===== src/rtl/experiar_memory_pkg.sv =====
// Shared types and constants for the ExperiarCore tile memory arbiters.
package experiar_memory_pkg;

  typedef enum logic [1:0] {
    STATE_IDLE    = 2'b00,
    STATE_ACCESS  = 2'b01,
    STATE_RESPOND = 2'b10
  } state_t;

  localparam logic MASTER_CORE    = 1'b0;
  localparam logic MASTER_MANAGER = 1'b1;

  // One-hot mask selecting a single master, used to exclude the master just served.
  function automatic logic [1:0] masterMask(input logic index);
    return index ? 2'b10 : 2'b01;
  endfunction

endpackage


===== src/rtl/memory_arbiter_select.sv =====
// Combinational two-way round-robin picker; masked requesters are never granted.
module memory_arbiter_select
  import experiar_memory_pkg::*;
(
  input  logic       request0,
  input  logic       request1,
  input  logic       lastGrant,
  input  logic [1:0] excludeMask,
  output logic       valid,
  output logic       grantIndex
);

  logic [1:0] eligible_s;

  assign eligible_s = {request1, request0} & ~excludeMask;

  // Pick the single eligible master, or on a tie the one not granted last.
  always_comb begin
    valid      = 1'b0;
    grantIndex = MASTER_CORE;
    case (eligible_s)
      2'b01: begin
        valid      = 1'b1;
        grantIndex = MASTER_CORE;
      end
      2'b10: begin
        valid      = 1'b1;
        grantIndex = MASTER_MANAGER;
      end
      2'b11: begin
        valid      = 1'b1;
        grantIndex = ~lastGrant;
      end
      default: begin
        valid      = 1'b0;
        grantIndex = MASTER_CORE;
      end
    endcase
  end

endmodule


===== src/rtl/core_memory_arbiter.sv =====
// Shares one single-port SRAM between the core and the management bridge using
// a fixed IDLE/ACCESS/RESPOND sequence with round-robin arbitration.
module core_memory_arbiter
  import experiar_memory_pkg::*;
#(
  parameter int ADDRESS_WIDTH      = 24,
  parameter int SRAM_ADDRESS_WIDTH = 9
) (
  input  logic                          clk,
  input  logic                          nrst,
  input  logic                          core_request,
  input  logic                          core_writeEnable,
  input  logic [3:0]                    core_byteSelect,
  input  logic [ADDRESS_WIDTH-1:0]      core_address,
  input  logic [31:0]                   core_writeData,
  output logic [31:0]                   core_readData,
  output logic                          core_ready,
  input  logic                          manager_request,
  input  logic                          manager_writeEnable,
  input  logic [3:0]                    manager_byteSelect,
  input  logic [ADDRESS_WIDTH-1:0]      manager_address,
  input  logic [31:0]                   manager_writeData,
  output logic [31:0]                   manager_readData,
  output logic                          manager_ready,
  output logic                          sram_csb,
  output logic                          sram_web,
  output logic [3:0]                    sram_wmask,
  output logic [SRAM_ADDRESS_WIDTH-1:0] sram_addr,
  output logic [31:0]                   sram_din,
  input  logic [31:0]                   sram_dout
);

  state_t                     state_r, nextState_s;
  logic                       grant_r, lastGrant_r;
  logic [ADDRESS_WIDTH-3:0]   latchedAddress_r;
  logic                       latchedWriteEnable_r;
  logic [3:0]                 latchedByteSelect_r;
  logic [31:0]                latchedWriteData_r;
  logic [1:0]                 exclude_s;
  logic                       selValid_s, selIndex_s;
  logic                       inRange_s, active_s;
  logic [31:0]                respData_s;
  logic                       unusedAddressBits_s;

  assign unusedAddressBits_s = ^{core_address[1:0], manager_address[1:0]};

  // In RESPOND the master just served still holds request high, so mask it out.
  always_comb begin
    case (state_r)
      STATE_IDLE:    exclude_s = 2'b00;
      STATE_RESPOND: exclude_s = masterMask(grant_r);
      default:       exclude_s = 2'b11;
    endcase
  end

  memory_arbiter_select select (
    .request0   (core_request),
    .request1   (manager_request),
    .lastGrant  (lastGrant_r),
    .excludeMask(exclude_s),
    .valid      (selValid_s),
    .grantIndex (selIndex_s)
  );

  // State register.
  always_ff @(posedge clk or negedge nrst) begin
    if (!nrst) state_r <= STATE_IDLE;
    else       state_r <= nextState_s;
  end

  // Next-state logic.
  always_comb begin
    case (state_r)
      STATE_IDLE:    nextState_s = selValid_s ? STATE_ACCESS : STATE_IDLE;
      STATE_ACCESS:  nextState_s = STATE_RESPOND;
      STATE_RESPOND: nextState_s = selValid_s ? STATE_ACCESS : STATE_IDLE;
      default:       nextState_s = STATE_IDLE;
    endcase
  end

  // Grant bookkeeping and capture of the selected master's request.
  always_ff @(posedge clk or negedge nrst) begin
    if (!nrst) begin
      grant_r              <= MASTER_CORE;
      lastGrant_r          <= MASTER_MANAGER;
      latchedAddress_r     <= '0;
      latchedWriteEnable_r <= 1'b0;
      latchedByteSelect_r  <= 4'b0000;
      latchedWriteData_r   <= 32'h0000_0000;
    end else begin
      if (selValid_s) begin
        grant_r              <= selIndex_s;
        latchedAddress_r     <= selIndex_s ? manager_address[ADDRESS_WIDTH-1:2] : core_address[ADDRESS_WIDTH-1:2];
        latchedWriteEnable_r <= selIndex_s ? manager_writeEnable : core_writeEnable;
        latchedByteSelect_r  <= selIndex_s ? manager_byteSelect : core_byteSelect;
        latchedWriteData_r   <= selIndex_s ? manager_writeData : core_writeData;
      end
      if (state_r == STATE_ACCESS) lastGrant_r <= grant_r;
    end
  end

  assign inRange_s  = ~|latchedAddress_r[ADDRESS_WIDTH-3:SRAM_ADDRESS_WIDTH];
  assign active_s   = inRange_s & (|latchedByteSelect_r);
  assign respData_s = (!latchedWriteEnable_r && active_s) ? sram_dout : 32'h0000_0000;

  // Output decode; the SRAM is only driven during ACCESS, readiness only in RESPOND.
  always_comb begin
    sram_csb         = 1'b1;
    sram_web         = 1'b1;
    sram_wmask       = 4'b0000;
    sram_addr        = '0;
    sram_din         = 32'h0000_0000;
    core_ready       = 1'b0;
    core_readData    = 32'h0000_0000;
    manager_ready    = 1'b0;
    manager_readData = 32'h0000_0000;
    case (state_r)
      STATE_ACCESS: begin
        sram_csb   = ~active_s;
        sram_web   = ~latchedWriteEnable_r;
        sram_wmask = latchedWriteEnable_r ? latchedByteSelect_r : 4'b0000;
        sram_addr  = latchedAddress_r[SRAM_ADDRESS_WIDTH-1:0];
        sram_din   = latchedWriteData_r;
      end
      STATE_RESPOND: begin
        if (grant_r == MASTER_MANAGER) begin
          manager_ready    = 1'b1;
          manager_readData = respData_s;
        end else begin
          core_ready    = 1'b1;
          core_readData = respData_s;
        end
      end
      default: begin
        sram_csb = 1'b1;
      end
    endcase
  end

endmodule


===== config.mk =====
export PLATFORM = sky130hd
export DESIGN_NAME = core_memory_arbiter
export DESIGN_NICKNAME = d
export VERILOG_FILES = /design/src/rtl/experiar_memory_pkg.sv /design/src/rtl/memory_arbiter_select.sv /design/src/rtl/core_memory_arbiter.sv
export SDC_FILE = /design/constraint.sdc
export NUM_CORES = 1
export LEC_CHECK = 0
export ABC_AREA = 1
export CAP_MARGIN = 10
export CORE_MARGIN = 3
export CORE_UTILIZATION = 30
export DETAILED_ROUTE_END_ITERATION = 8
export PLACE_DENSITY = 0.7
export SLEW_MARGIN = 20
export SYNTH_ARGS = -nofsm -noshare
export SYNTH_HDL_FRONTEND = slang
export SYNTH_SLANG_ARGS = --single-unit

===== constraint.sdc =====
create_clock -name clk -period 1.5 [get_ports clk]
set_clock_uncertainty 0.2 [all_clocks]
set_input_delay 0.225 -clock clk [delete_from_list [all_inputs] [get_ports clk]]
set_output_delay 0.225 -clock clk [all_outputs]
set_load 0.02 [all_outputs]

==> results.md <==
- Outcome: finished with violations
- Failing checks: setup timing
- Router iterations before antenna repair: 6
- Post-Route WL: 23600 um
- Largest net degree at the start of global routing: 64
- Cell Pwr Density: 1630 mW/mm^2
- Worst R2R End: latchedWriteData_r[29]
- H-tree levels: 3
- Period minus WS final: 2380 ps
- Worst-skew pair later-pin latency: 330 ps
- Vias post-DR: 6033
- Average size of a mapped cell: 6.11 um^2
- Placer congestion estimate: 0.912
- RSZ-0062 raised after global routing: yes
- Startpoint types: register
- Reg2reg start: state_r[0]
- Placed cell area: 0.00783 mm^2
- Cell Area, Synth: 0.00422 mm^2
- Met2 Resource Use GR: 47.7%
- Post-route design area: 0.0109 mm^2
- Nets: 1185
- Vias in the first global route: 5929
- Fin crit share: 159%
- Max-cap viol count: 0
- First-pass GRT wire length: 32300 um
- Static Leak: 5.04 nW
- Clk sinks: 63
- Synth unique cells: 19
- Die outline area: 0.0155 mm^2
- Die span in x: 125 um
- Peak VDD IR: 0.886 mV
- DR iter-0 viols: 246
- DRC errors left: 0
- Setup TNS: -104590 ps
- Most common cell after layout, fill and taps aside: clkdlybuf4s50_1
- Row count: 42
- Final setup violation count: 175
- Final total power: 17.8 mW
- Drt wl/cell: 19.5 um
- Min setup slack post-route: -880 ps
- Core region area: 0.0135 mm^2
- Kind of critical path: register to output pin
- Root buffer cell: clkbuf_16
- CTS tree: yes
- GR Util met3: 4.50%
- Antenna viol nets, final: 0
- Yosys warning count: 0
- Dpl hpwl: 12400 um
- Clk slew on worst S/H paths: 60 ps
- Final hold violation count: 0
- WP data arrival: 1950 ps
- HP Class: input pin to asynchronous set/reset pin
- Global-route usage over all layers: 26.1%
- Most used cell along the critical path: nor2_2
- FF-to-FF path depth: 12
- CTS Buf Count: 9
- # IOs: 271
- Die Ht: 125 um
- Setup crit end kind: output pin
- Slew HR: 75.1%
- Critical path peak fanout: 8
- Clk buf depth: 2
- Layout cells sized above 1: 56.7%
- Cells after synthesis: 691
- Final Non-Filler Cells: 1211
- Initial antenna violation count: 3
- R2r setup slk: -470 ps
- Max stage delay cell, worst path: dfrtp_1
- Fmax achieved: 420 MHz
- Seq/Total Area, Yosys: 37.4%
- GRT busiest layer: met2
- Worst Path Required: 1070 ps
- IO Port Bufs: 266
- P&R area growth vs syn: 158%
- Placed Cells: 1126
- Syn_nets: 849
- #FFs+latches synth: 63
- Via density: 4.98
- Worst Max-Slew Pin Slew: 373 ps
- GRT met1 Usage: 29.9%
- Initial Util: 31.3%
- CP max stage delay: 390 ps
- Total gr overflow: 0
- Ordered cell list for the critical path: inv_1 -> nand2_1 -> nor2_2 -> nand3_2 -> nor2_4 -> buf_12 -> buf_6 -> nand3_1 -> nor2_2 -> buf_4
- Commonest non-fill, non-tap cells in the layout: 152 x clkdlybuf4s50_1, 119 x nand3_2, 107 x inv_1
- Pins Over Slew Limit: 0
- Finished Core Util: 80.8%
worst max path at each step:
stage	startpoint	end	slack, ps
3_5_place_dp	latchedAddress_r[19]	manager_readData[0]	-830
3_3_place_gp	latchedAddress_r[19]	manager_readData[21]	-820
4_1_cts	latchedAddress_r[19]	core_readData[21]	-860
5_1_grt	latchedAddress_r[21]	core_readData[8]	-960
6_report	latchedAddress_r[10]	manager_readData[10]	-880
2_1_floorplan	latchedAddress_r[19]	core_readData[22]	-230
Yosys cell counts (all sizes together):
cell type / count / area (um^2)
dfstp: 1 / 26.3
nand3: 156 / 808
buf: 30 / 161
inv: 114 / 428
clkbuf: 17 / 63.8
nand2: 131 / 494
nand4: 1 / 12.5
dfrtp: 62 / 1550
o21ai: 2 / 10.0
nor2: 177 / 667
cell families (layout without fill, tap and decap cells):
kind of cell,count (synthesis),after routing,share of synthesized area [%]
AND/OR/NAND/NOR,465,466,46.9
other,0,3,0
buffers and inverters,161,501,15.5
AO/OA/AOI/OAI,2,2,0.237
flip-flops,63,63,37.4
repair_timing:
item,CTS,global route
resized for setup,703,386
setup endpoints to repair,173,175
hold endpoints to repair,62,0
hold buffers,1,0
cloned,27,6
buffers inserted,32,21
pin swaps,44,50
state kept, by name (all words and copies together), names as in the netlist:
| name | count |
|---|---|
| latchedWriteData_r | 32 |
| latchedAddress_r | 22 |
| latchedByteSelect_r | 4 |
| state_r | 2 |
| grant_r | 1 |
| lastGrant_r | 1 |
| latchedWriteEnable_r | 1 |
stage by stage:
step / hold slack, ps / worst slack (ps)
after floorplan: -271 / -226
after global placement: 68.4 / -815
after detailed placement: 75.8 / -832
after CTS: 254 / -863
after global routing: 287 / -963
final: 242 / -880
routing by layer:
layer  vias to the layer above  part of all wire, %
met5                         -                0.038
met4                         2                  4.3
met3                        65                  5.7
met2                       266                   53
met1                      2907                   37
li1                       2793                    -
worst max-delay path: cells and delay by family, from the launching register on:
kind	cells	cell delay (ps)
buf+inv	4	510
flops	1	390
simple gates	6	740
power by group:
| part | total, mW | internal (mW) | switching [mW] |
|---|---|---|---|
| registers | 3.11 | 2.54 | 0.563 |
| clock network | 1.90 | 1.12 | 0.782 |
| logic | 12.8 | 6.19 | 6.61 |
layout make-up:
| class | instances | area, um^2 |
|---|---|---|
| Clock inverter | 2 | 10.0 |
| Fill cell | 813 | 2590 |
| Antenna cell | 3 | 7.51 |
| Tap cell | 176 | 220 |
| Timing Repair Buffer | 371 | 4460 |
| Multi-Input combinational cell | 468 | 3930 |
| Inverter | 114 | 458 |
| Clock buffer | 14 | 244 |
| Sequential cell | 63 | 1580 |
No activity file was read; power rests on OpenSTA's default activity.
